### config.mk
export PLATFORM = sky130hd
export DESIGN_NAME = i2s_tx_flat
export DESIGN_NICKNAME = d
export VERILOG_FILES = /design/src/rtl/i2s_tx_if.sv /design/src/rtl/i2s_tx.sv /design/src/flat_wrapper.sv
export SDC_FILE = /design/constraint.sdc
export NUM_CORES = 1
export LEC_CHECK = 0
export CORE_ASPECT_RATIO = 1.5
export CORE_MARGIN = 4
export CORE_UTILIZATION = 35
export CTS_BUF_LIST = sky130_fd_sc_hd__clkbuf_4
export DETAILED_ROUTE_END_ITERATION = 7
export GPL_ROUTABILITY_DRIVEN = 0
export PLACE_DENSITY = 0.66
export SETUP_SLACK_MARGIN = 0.3
export SYNTH_ARGS = -nofsm -noshare
export SYNTH_HDL_FRONTEND = slang
export SYNTH_SLANG_ARGS = --single-unit
### constraint.sdc
create_clock -name clk -period 2.84 [get_ports clk]
set_input_delay 0.284 -clock clk [delete_from_list [all_inputs] [get_ports clk]]
set_output_delay 0.284 -clock clk [all_outputs]
set_load 0.05 [all_outputs]
### src/rtl/i2s_tx_if.sv
// ---------------------------------------------------------------------------
// i2s_tx_if
// Sample handshake between the effect stage (producer) and the I2S output
// stage (consumer).
//
//   i_data        producer -> consumer  signed sample, stable while valid is high
//   i_data_valid  producer -> consumer  sample available, held until read_done
//   o_read_done   consumer -> producer  sample captured, held until valid drops
//
// modport master : effect stage side (drives data/valid)
// modport slave  : i2s_tx side (drives read_done)
// ---------------------------------------------------------------------------
interface i2s_tx_if #(
  parameter int data_width = 16
);
  logic signed [data_width-1:0] i_data;
  logic                         i_data_valid;
  logic                         o_read_done;

  modport master (
    output i_data,
    output i_data_valid,
    input  o_read_done
  );

  modport slave (
    input  i_data,
    input  i_data_valid,
    output o_read_done
  );
endinterface

### src/rtl/i2s_tx.sv
// ---------------------------------------------------------------------------
// i2s_tx
// Output stage of the audio chain. Accepts mono signed samples over a 4-phase
// valid/read_done handshake, keeps one sample in a holding register, and
// serializes each sample onto both the left and right slots of an I2S frame.
// BCLK and LRCLK are derived from the system clock.
//
// Parameters
//   data_width  sample width and slot width (frame = 2*data_width BCLKs)
//   clk_div     system clocks per BCLK half-period (>= 2)
//
// Ports
//   clk         system clock, everything on its rising edge
//   reset       synchronous, active-high
//   fx          handshake from the effect stage (slave side)
//   o_bclk      I2S bit clock
//   o_lrclk     I2S word select, 0 = left, 1 = right
//   o_sdata     I2S serial data, MSB first, one BCLK after the LRCLK edge
//   o_underrun  one-cycle pulse when a frame loads with nothing held
// ---------------------------------------------------------------------------
module i2s_tx #(
  parameter int data_width = 16,
  parameter int clk_div    = 4
) (
  input  logic      clk,
  input  logic      reset,
  i2s_tx_if.slave   fx,
  output logic      o_bclk,
  output logic      o_lrclk,
  output logic      o_sdata,
  output logic      o_underrun
);

  localparam int FRAME_BITS = 2 * data_width;
  localparam int CNT_W      = $clog2(FRAME_BITS);
  localparam int DIV_W      = $clog2(clk_div);

  typedef enum logic {
    ARMED = 1'b0,
    DONE  = 1'b1
  } hs_state_t;

  // BCLK / frame timing
  logic [DIV_W-1:0] div_cnt;
  logic [CNT_W-1:0] bit_cnt;
  logic [CNT_W-1:0] bit_cnt_nxt;
  logic             div_wrap;
  logic             fall_evt;
  logic             bit_last;
  logic             frame_load;

  // handshake
  hs_state_t state;
  hs_state_t state_nxt;
  logic      read_done_nxt;
  logic      capture;
  logic      hold_free;

  // holding register and frame shift register
  logic signed [data_width-1:0] hold_p0;
  logic                         hold_vld_p0;
  logic [FRAME_BITS-1:0]        shift_p1;

  // ------------------------------------------------------------------------
  // Timing decode: a falling event is the cycle where o_bclk toggles 1 -> 0.
  // The frame reloads on the falling event that wraps bit_cnt back to 0.
  // ------------------------------------------------------------------------
  assign div_wrap    = (div_cnt == DIV_W'(clk_div - 1));
  assign fall_evt    = div_wrap && o_bclk;
  assign bit_last    = (bit_cnt == CNT_W'(FRAME_BITS - 1));
  assign bit_cnt_nxt = bit_last ? '0 : bit_cnt + 1'b1;
  assign frame_load  = fall_evt && bit_last;

  always_ff @(posedge clk) begin
    if (reset) begin
      div_cnt <= '0;
      o_bclk  <= 1'b0;
      bit_cnt <= '0;
      o_lrclk <= 1'b0;
    end else begin
      div_cnt <= div_wrap ? '0 : div_cnt + 1'b1;
      if (div_wrap) begin
        o_bclk <= ~o_bclk;
      end
      if (fall_evt) begin
        bit_cnt <= bit_cnt_nxt;
        // Lower half of the frame is the left slot.
        o_lrclk <= (bit_cnt_nxt >= CNT_W'(data_width));
      end
    end
  end

  // ------------------------------------------------------------------------
  // Capture handshake. The hold register also counts as free on the cycle a
  // frame load drains it, so a waiting producer is taken in the same cycle.
  // Re-arming only on valid low keeps a lagging valid from being captured
  // twice.
  // ------------------------------------------------------------------------
  assign hold_free = !hold_vld_p0 || frame_load;

  always_comb begin
    state_nxt     = state;
    read_done_nxt = 1'b0;
    capture       = 1'b0;
    case (state)
      ARMED: begin
        if (fx.i_data_valid && hold_free) begin
          capture       = 1'b1;
          state_nxt     = DONE;
          read_done_nxt = 1'b1;
        end
      end
      DONE: begin
        if (fx.i_data_valid) begin
          read_done_nxt = 1'b1;
        end else begin
          state_nxt = ARMED;
        end
      end
      default: begin
        state_nxt = ARMED;
      end
    endcase
  end

  always_ff @(posedge clk) begin
    if (reset) begin
      state          <= ARMED;
      fx.o_read_done <= 1'b0;
    end else begin
      state          <= state_nxt;
      fx.o_read_done <= read_done_nxt;
    end
  end

  // ------------------------------------------------------------------------
  // Stage p0: holding register. A capture wins over a drain in the same
  // cycle; the drain has already copied the old value into the frame.
  // ------------------------------------------------------------------------
  always_ff @(posedge clk) begin
    if (reset) begin
      hold_vld_p0 <= 1'b0;
    end else if (capture) begin
      hold_vld_p0 <= 1'b1;
    end else if (frame_load) begin
      hold_vld_p0 <= 1'b0;
    end
  end

  always_ff @(posedge clk) begin
    if (capture) begin
      hold_p0 <= fx.i_data;
    end
  end

  // ------------------------------------------------------------------------
  // Stage p1: frame shift register, same sample in both slots. o_sdata is the
  // one-BCLK delay flop on the shift MSB, which produces the I2S data delay
  // (the right slot's LSB therefore lands in bit 0 of the following frame).
  // ------------------------------------------------------------------------
  always_ff @(posedge clk) begin
    if (reset) begin
      shift_p1   <= '0;
      o_sdata    <= 1'b0;
      o_underrun <= 1'b0;
    end else begin
      o_underrun <= frame_load && !hold_vld_p0;
      if (fall_evt) begin
        o_sdata <= shift_p1[FRAME_BITS-1];
        if (frame_load) begin
          shift_p1 <= hold_vld_p0 ? {hold_p0, hold_p0} : '0;
        end else begin
          shift_p1 <= {shift_p1[FRAME_BITS-2:0], 1'b0};
        end
      end
    end
  end

endmodule

### src/flat_wrapper.sv
// flat-port wrapper written by rule: the top's interface ports become plain ports
module i2s_tx_flat 
#(
  parameter int data_width = 16,
  parameter int clk_div    = 4
)
  (clk, reset, o_bclk, o_lrclk, o_sdata, o_underrun, fx_i_data, fx_i_data_valid, fx_o_read_done);
  i2s_tx_if #(.data_width(data_width)) fx_i ();
  input  logic clk;
  input  logic reset;
  output logic o_bclk;
  output logic o_lrclk;
  output logic o_sdata;
  output logic o_underrun;
  input wire logic [$bits(fx_i.i_data)-1:0] fx_i_data;
  input wire logic [$bits(fx_i.i_data_valid)-1:0] fx_i_data_valid;
  output wire logic [$bits(fx_i.o_read_done)-1:0] fx_o_read_done;
  assign fx_i.i_data = fx_i_data;
  assign fx_i.i_data_valid = fx_i_data_valid;
  assign fx_o_read_done = fx_i.o_read_done;
  i2s_tx #(.data_width(data_width), .clk_div(clk_div)) u_core (.clk(clk), .reset(reset), .fx(fx_i), .o_bclk(o_bclk), .o_lrclk(o_lrclk), .o_sdata(o_sdata), .o_underrun(o_underrun));
endmodule
## Yosys cells after proc, flatten, opt, wreduce, memory -nomap -nowiden

Index checks and enable logic that the tools add are counted.

| word-level totals | value |
|---|---|
| input port bits | 19 |
| word-level logic and storage cells | 34 |
| register bits | 61 |

| cells by class | value |
|---|---|
| muxes and demuxes | 9 |
| equal/unequal tests | 2 |
| magnitude comparators | 1 |
| bitwise operators | 2 |
| $add $sub $neg | 2 |
| reductions and logical operators | 8 |

Operator list:

| cell | number |
|---|---|
| 32-bit 2-to-1 mux | 2 |
| 5-bit by 1-bit adder with 5-bit output, second input constant | 1 |
| 5-bit equality test, second input constant | 1 |
| 5-bit >= comparator, second input constant | 1 |
| 1-bit 2-to-1 mux | 5 |
| 5-bit 2-to-1 mux | 1 |
| 1-bit logical AND | 4 |
| 2-bit by 1-bit adder with 2-bit output, second input constant | 1 |
| 2-bit equality test, second input constant | 1 |
| 1-bit inverter | 2 |
| 1-bit one-hot mux with 2 select lines | 1 |
| 2-bit nonzero test | 1 |
| 2-bit OR reduction | 1 |
| 1-bit logical NOT | 1 |
| 1-bit logical OR | 1 |

## Depth between registers and ports, before layout

Gate-level depths: netlist of run 1.

| depth | value |
|---|---|
| word-level depth | 8 |
| gate-level depth with buffers | 8 |

## Worst setup path after synthesis of run 1

OpenSTA, ideal clock, no wires.

| path | value |
|---|---|
| path type | reg-to-reg |
| start | reg u_core.bit_cnt[4] |
| end | reg u_core.hold_p0[0], enable pin |
| buffers on the path | 1 |
| period minus slack after synthesis | 2.464 ns |
| required time | 2.446 ns |
| stages on the path, launching flop included | 5 |
| arrival time | 2.070 ns |
| path slack | 0.376 ns |
| cells stage by stage | dfxtp_1 -> ha_1 -> buf_2 -> nand3_1 -> a21oi_1 |

| between the ends | value |
|---|---|
| longest elaborated chain between the ends | 6 |

Ends and longest elaborated chain:

| what | line | RTL |
|---|---|---|
| start, declared | i2s_tx.sv:45 | `logic [CNT_W-1:0] bit_cnt;` |
| start signal, assigned | i2s_tx.sv:86 | `bit_cnt <= bit_cnt_nxt;` |
| 5-bit equality test | i2s_tx.sv:70 | `assign bit_last = (bit_cnt == CNT_W'(FRAME_BITS - 1));` |
| 1-bit logical AND | i2s_tx.sv:72 | `assign frame_load = fall_evt && bit_last;` |
| 1-bit logical OR | i2s_tx.sv:99 | `assign hold_free = !hold_vld_p0 \|\| frame_load;` |
| 1-bit logical AND | i2s_tx.sv:107 | `if (fx.i_data_valid && hold_free) begin` |
| 1-bit 2-to-1 mux | i2s_tx.sv:107 |  |
| 1-bit 2-to-1 mux | i2s_tx.sv:105 | `case (state)` |
| via u_core.capture | i2s_tx.sv:56 | `logic capture;` |
| end signal, assigned | i2s_tx.sv:152 | `hold_p0 <= fx.i_data;` |
| end, declared | i2s_tx.sv:60 | `logic signed [data_width-1:0] hold_p0;` |

The timed path passes the listed nets, and every way through them passes these cells.
A chain may end at the register's enable or synchronous reset.

## Worst setup path in the final report of run 1

| path | value |
|---|---|
| start | reg u_core.bit_cnt[0] |
| end | reg u_core.shift_p1[20] |

| between the ends | value |
|---|---|
| longest elaborated chain between the ends | 3 |

Ends and longest elaborated chain:

| what | line | RTL |
|---|---|---|
| 5-bit equality test | i2s_tx.sv:70 |  |
| 1-bit logical AND | i2s_tx.sv:72 |  |
| 32-bit 2-to-1 mux | i2s_tx.sv:170 | `if (frame_load) begin` |
| end signal, assigned | i2s_tx.sv:171 | `shift_p1 <= hold_vld_p0 ? {hold_p0, hold_p0} : '0;` |
| end signal, assigned | i2s_tx.sv:173 | `shift_p1 <= {shift_p1[FRAME_BITS-2:0], 1'b0};` |
| end, declared | i2s_tx.sv:62 | `logic [FRAME_BITS-1:0] shift_p1;` |

Every way passes these cells.

==> impl_metrics.env, run 1 <==
export IMPL_register_area_um2=1360
export IMPL_die_area_um2=8050
export IMPL_mostFrequentLayoutCell="nand2_1"
export IMPL_coreArea_um2=6490
export IMPL_synth_cell_types=26
export IMPL_multi_input_area_um2=855
export IMPL_via_count=1739
export IMPL_start_kind="flop"
export IMPL_drv_slew=0
export IMPL_end_kind="flop"
export IMPL_status="completed"
export IMPL_holdBufCountCts=0
export IMPL_worstMarginPinSlew_ns=0.636
export IMPL_clockRootBuffer="clkbuf_4"
export IMPL_io_pins=24
export IMPL_synth_nets=253
export IMPL_clk_path_buf_depth=2
export IMPL_drtIter0Drc=118
export IMPL_crit_required_ns=3.17
export IMPL_cts_inserted_buffers=9
export IMPL_ant_nets=0
export IMPL_hold_class="in -> reg"
export IMPL_fill_cells=671
export IMPL_wl_mm=4.45
export IMPL_synth_area_per_cell_um2=10.1
export IMPL_grt_util_met3_pct=3.36
export IMPL_synth_area_um2=2330
export IMPL_overflow=0
export IMPL_maxCapViolations=0
export IMPL_startpoint="u_core.bit_cnt[0]$_SDFFE_PP0N_"
export IMPL_num_rows=36
export IMPL_busiest_layer="met2"
export IMPL_dpl_hpwl_mm=2.73
export IMPL_worstSetupPathType="reg -> reg"
export IMPL_met1_usage_pct=13.5
export IMPL_ys_ff_latch=60
export IMPL_areaGrowthSynthToFinish_pct=15.1
export IMPL_insertion_delay_ns=0.41
export IMPL_portBuffers=23
export IMPL_vdd_drop_max_mv=0.275
export IMPL_clock_fmax_mhz=444
export IMPL_final_setup_viol_count=0
export IMPL_finalPower_mw=1.44
export IMPL_fin_worst_skew_ns=0.0102
export IMPL_grt_setup_unrepaired="no"
export IMPL_final_nets=272
export IMPL_drive_gt1_share_pct=6.69
export IMPL_firstDrtPassIters=4
export IMPL_p_leak_nw=0.843
export IMPL_grt_pass1_vias=1643
export IMPL_grtUsageTotal_pct=12.5
export IMPL_reg2reg_depth=6
export IMPL_start_util_pct=35.9
export IMPL_die_y_um=108
export IMPL_regToRegEndpoint="u_core.shift_p1[20]$_SDFFE_PP0N_"
export IMPL_crit_path_end="u_core.shift_p1[20]$_SDFFE_PP0N_"
export IMPL_yosys_warnings=0
export IMPL_cts_tree="yes"
export IMPL_period_needed_ns=2.25
export IMPL_h_tree_depth=3
export IMPL_finalHoldViolations=0
export IMPL_vias_per_cell=5.25
export IMPL_maxSlewHeadroom_pct=57.6
export IMPL_power_density_nw_per_um2=538
export IMPL_antenna_found_initial=1
export IMPL_fin_crit_sh_pct=79.3
export IMPL_cts_sinks=60
export IMPL_avgRoutedWirePerCell_um=13.4
export IMPL_drc=0
export IMPL_cp_max_fo=16
export IMPL_tns_ns=0
export IMPL_grt_pass1_wl_mm=7.42
export IMPL_final_cell_mix="54 x nand2_1, 44 x dfxtp_1, 32 x nand3b_1, 32 x a31oi_1, 23 x clkdlybuf4s50_1"
export IMPL_grt_start_max_net_pins=45
export IMPL_rrSetupSlack_ns=0.59
export IMPL_ys_seq_area_share_pct=58.5
export IMPL_die_w_um=74.6
export IMPL_cts_resized=0
export IMPL_r2r_start="u_core.bit_cnt[0]$_SDFFE_PP0N_"
export IMPL_path_clk_slew_ns=0.09
export IMPL_cp_arrival_ns=2.58
export IMPL_post_cts_buffers=0
export IMPL_hold_ws_ns=0.418
export IMPL_met2_usage_pct=20.1
export IMPL_postSynthCellCount=231
==> Yosys cell counts (all sizes together) <==
master,number,share of area (%)
or4,1,0.32
o21ai,2,0.43
o211a,1,0.43
a31oi,32,8.6
clkbuf,9,1.5
buf,11,3.2
or4b,1,0.43
inv,1,0.16
dfxtp,44,38
nand3b,32,10
a21oi,9,1.9
nand3,2,0.43
xnor2,1,0.38
nor4bb,1,0.43
nand2b,1,0.27
nor3,2,0.43
nor3b,1,0.32
nor2,3,0.48
and4,1,0.38
ha,3,1.6
nand2,55,9.0
and2,1,0.27
edfxtp,16,21
and3,1,0.27
==> report_power, final <==
group	leakage, nW	total [mW]	internal [mW]	switching [mW]
Clock	0.0562	0.459	0.172	0.288
Combinational	0.281	0.0720	0.0362	0.0357
Sequential	0.507	0.910	0.900	0.00919
==> worst max-delay path, cell delays in order, from the launching register on <==
cell     delay, ns
dfxtp_1       0.41
ha_1          0.20
and3_1        0.16
ha_1          0.34
and4_1        0.67
nand2_1       0.17
a31oi_1       0.21
==> state kept, by name, summed over array words and instances (netlist names) <==
register / cells
u_core.hold_vld_p0: 1
u_core.div_cnt: 2
u_core.fx.o_read_done: 1
u_core.o_underrun: 1
u_core.bit_cnt: 5
u_core.hold_p0: 16
u_core.shift_p1: 32
u_core.o_bclk: 1
u_core.o_sdata: 1
==> cell type report <==
type | count | area share [%]
repair buffers | 28 | 9.99
diodes | 1 | 0.0934
flip-flops and latches | 60 | 50.8
well taps | 76 | 3.55
inverters | 1 | 0.140
multi-input cells | 150 | 31.9
clock inverters | 5 | 0.747
clock buffers | 10 | 2.80
==> routing by layer <==
metal  up-vias  wire [um]
met2        36       2260
met5         -          0
met1       825       1840
met4         0        164
li1        867          -
met3        11        181
==> cell families (layout without fill, tap and decap cells) <==
group,Yosys count,after routing,share of synthesized area [%]
XOR/XNOR,1,1,0.376
buffers and inverters,21,44,4.84
other,0,1,0
AND/OR/NAND/NOR,102,102,23.3
flip-flops,60,60,58.5
AO/OA/AOI/OAI,44,44,11.4
adder cells (fa/ha/maj),3,3,1.61
==> worst min path at each step <==
stage / startpoint / end / slack (ns) / depth (start not counted)
3_3_place_gp: u_core.div_cnt[0]$_SDFF_PP0_ / u_core.div_cnt[0]$_SDFF_PP0_ / 0.41 / 1
3_5_place_dp: u_core.div_cnt[0]$_SDFF_PP0_ / u_core.div_cnt[0]$_SDFF_PP0_ / 0.43 / 1
5_1_grt: fx_i_data[9] / u_core.hold_p0[9]$_DFFE_PP_ / 0.40 / 1
2_1_floorplan: fx_i_data[0] / u_core.hold_p0[0]$_DFFE_PP_ / 0.38 / 0
4_1_cts: fx_i_data[7] / u_core.hold_p0[7]$_DFFE_PP_ / 0.40 / 1
6_report: fx_i_data[8] / u_core.hold_p0[8]$_DFFE_PP_ / 0.42 / 1
==> stage by stage <==
stage / cell area, um^2 / worst slack, ns / util [%] / cells
6_report: 2680 / 0.587 / 41.3 / 331
5_1_grt: 2680 / 0.320 / 41.3 / 331
4_1_cts: 2680 / 0.568 / 41.3 / 330
3_5_place_dp: 2580 / 0.647 / 39.8 / 315
3_3_place_gp: 2580 / 0.753 / 39.8 / 315
2_1_floorplan: 2330 / 0.376 / - / 231
Power figures use the tool's default switching activity.
==> inputs of run 2 (changes only) <==
PLACE_DENSITY = 0.68   (was 0.66)
clock period = 2 ns   (was 2.84 ns; I/O delays follow)
==> run 2 against run 1 <==
Die area unchanged. Global-route usage down 0.37 points. Sequential share of layout area down 2.9 points. Worst setup slack worse by 0.33 ns. Non-clock buffer count up 8. Sequential cell count unchanged. Critical path type unchanged. Via count up 0.86%. Clock power up 77%. Fmax up 29%.
==> impl_metrics.env, run 2 (synthesis gave the netlist of run 1 again) <==
export IMPL_grtUsageTotal_pct=12.1
export IMPL_vdd_drop_max_mv=0.414
export IMPL_start_kind="flop"
export IMPL_cts_inserted_buffers=9
export IMPL_critPathMaxStageDelay_ns=0.49
export IMPL_end_kind="flop"
export IMPL_die_area_um2=8050
export IMPL_io_pins=24
export IMPL_period_needed_ns=1.75
export IMPL_final_cells=339
export IMPL_fin_crit_sh_pct=87.3
export IMPL_ant_nets=0
export IMPL_final_cell_mix="54 x nand2_1, 41 x dfxtp_1, 32 x nand3b_1, 32 x a31oi_1, 18 x clkdlybuf4s50_1"
export IMPL_drc=0
export IMPL_reg2reg_depth=6
export IMPL_drive_gt1_share_pct=14.4
export IMPL_finalHoldViolations=0
export IMPL_die_w_um=74.6
export IMPL_dp_cells=320
export IMPL_crit_required_ns=2.34
export IMPL_cp_max_fo=12
export IMPL_mostFrequentLayoutCell="nand2_1"
export IMPL_drtIter0Drc=91
export IMPL_antenna_found_initial=0
export IMPL_wl_mm=4.56
export IMPL_path_common_cell="ha_4"
export IMPL_maxSlewHeadroom_pct=67.4
export IMPL_grt_start_max_net_pins=45
export IMPL_largest_reg_flops=32
export IMPL_reg_top3="u_core.shift_p1 x32, u_core.hold_p0 x16, u_core.bit_cnt x5"
export IMPL_hold_depth=1
export IMPL_regToRegEndpoint="u_core.bit_cnt[3]$_SDFFE_PP0N_"
export IMPL_n_antenna_cell=0
export IMPL_r2r_start="u_core.bit_cnt[1]$_SDFFE_PP0N_"
export IMPL_largest_register="u_core.shift_p1"
export IMPL_clock_fmax_mhz=573
export IMPL_fill_cells=648
export IMPL_rrSetupSlack_ns=0.25
export IMPL_vias_per_cell=5.17
export IMPL_hold_path_startpoint="fx_i_data[4]"
export IMPL_p_leak_nw=0.934
export IMPL_path_cells="ha_4 > and3_4 > ha_4 > buf_6 > or4_1 > a21oi_1"
export IMPL_start_util_pct=35.9
export IMPL_worstSetupPathType="reg -> reg"
export IMPL_path_clk_slew_ns=0.10
export IMPL_status="completed"
export IMPL_cpMaxStageDelayCell="or4_1"
export IMPL_avgRoutedWirePerCell_um=13.4
export IMPL_cp_arrival_ns=2.09
export IMPL_power_density_nw_per_um2=776
export IMPL_fin_worst_skew_ns=0.0141
export IMPL_final_nets=280
export IMPL_grt_setup_unrepaired="yes"
export IMPL_die_y_um=108
export IMPL_overflow=0
export IMPL_coreArea_um2=6490
export IMPL_dpl_hpwl_mm=2.79
export IMPL_drv_slew=0
export IMPL_num_rows=36
export IMPL_h_tree_depth=3
export IMPL_hold_class="in -> reg"
export IMPL_insertion_delay_ns=0.41
export IMPL_holdBufCountCts=0
export IMPL_final_setup_viol_count=0
export IMPL_worstMarginPinSlew_ns=0.491
export IMPL_cts_sinks=60
export IMPL_grt_pass1_vias=1619
export IMPL_clockRootBuffer="clkbuf_4"
export IMPL_min_to="u_core.hold_p0[4]$_DFFE_PP_"
export IMPL_portBuffers=23
export IMPL_firstDrtPassIters=4
export IMPL_clk_path_buf_depth=2
export IMPL_via_count=1754
export IMPL_grt_pass1_wl_mm=7.25
export IMPL_tns_ns=0
export IMPL_maxCapViolations=0
export IMPL_areaGrowthSynthToFinish_pct=22.7
export IMPL_cts_tree="yes"
-- run 2: changes by cell type in the layout (fill, tap and decap cells not counted), moves of 2 or more --
cell | previous run | this run
buf_12 | 0 | 2
buf_4 | 5 | 10
clkdlybuf4s50_1 | 23 | 18
clkinv_1 | 4 | 0
clkinv_2 | 1 | 5
dfxtp_1 | 44 | 41
dfxtp_4 | 0 | 2
dlygate4sd2_1 | 0 | 5
ha_1 | 3 | 1
ha_4 | 0 | 2
-- run 2: report_power, final --
group	internal, mW	switching, mW
Sequential	1.28	0.0113
Clock	0.385	0.428
Combinational	0.0589	0.0579
Total	1.72	0.498
-- run 2: final cells by class --
class	count	area [um^2]	share of cell area, %
Sequential cell	60	1370	47.9
Multi-Input combinational cell	150	908	31.8
Timing Repair Buffer	36	350	12.3
Tap cell	76	95.1	3.33
Clock buffer	10	75.1	2.63
Clock inverter	6	55.1	1.93
Inverter	1	3.75	0.131
-- run 2: metrics by stage --
| step | worst slack (ns) | total power [mW] | cell area (um^2) | hold slack, ns | utilization, % |
|---|---|---|---|---|---|
| final | 0.255 | 2.22 | 2860 | 0.338 | 44.1 |
| after global routing | 0.204 | 2.30 | 2860 | 0.310 | 44.1 |
| after CTS | 0.241 | 2.25 | 2830 | 0.314 | 43.6 |
| after detailed placement | 0.270 | 1.44 | 2700 | 0.426 | 41.7 |
| after global placement | 0.314 | 1.44 | 2700 | 0.415 | 41.7 |
| after floorplan | 0.257 | 1.37 | 2390 | 0.299 | - |
-- run 2: per-layer routing --
layer / routed length, um / global-route usage, % / part of all wire [%] / vias up
met1: 2020 / 13.9 / 44 / 826
met2: 2210 / 18.7 / 48 / 38
met4: 104 / 8.40 / 2.3 / 0
met5: 0 / 0 / 0 / -
li1: - / - / - / 883
met3: 224 / 3.74 / 4.9 / 7
-- run 2: worst max-delay path, delay by kind of cell (launching register included) --
kind | cells | cell delay, ns
simple gates | 2 | 0.67
buf+inv | 1 | 0.15
compound gates | 1 | 0.12
fa+ha+maj | 2 | 0.36
flops | 1 | 0.37
-- run 2: worst max path at each step --
stage / startpoint / end / slack (ns) / depth (start not counted)
2_1_floorplan: u_core.bit_cnt[1]$_SDFFE_PP0N_ / u_core.hold_p0[0]$_DFFE_PP_ / 0.26 / 6
6_report: u_core.bit_cnt[1]$_SDFFE_PP0N_ / u_core.bit_cnt[3]$_SDFFE_PP0N_ / 0.25 / 6
5_1_grt: u_core.bit_cnt[0]$_SDFFE_PP0N_ / u_core.bit_cnt[3]$_SDFFE_PP0N_ / 0.20 / 6
3_3_place_gp: u_core.bit_cnt[0]$_SDFFE_PP0N_ / u_core.hold_p0[2]$_DFFE_PP_ / 0.31 / 6
3_5_place_dp: u_core.bit_cnt[0]$_SDFFE_PP0N_ / u_core.hold_p0[2]$_DFFE_PP_ / 0.27 / 6
4_1_cts: u_core.bit_cnt[1]$_SDFFE_PP0N_ / u_core.hold_p0[6]$_DFFE_PP_ / 0.24 / 6
-- run 2: what timing repair did --
action,CTS,global route
resized for setup,5,3
setup endpoints to repair,45,50
pin swaps,0,0
endpoints found under the hold margin,0,0
setup buffers,0,3
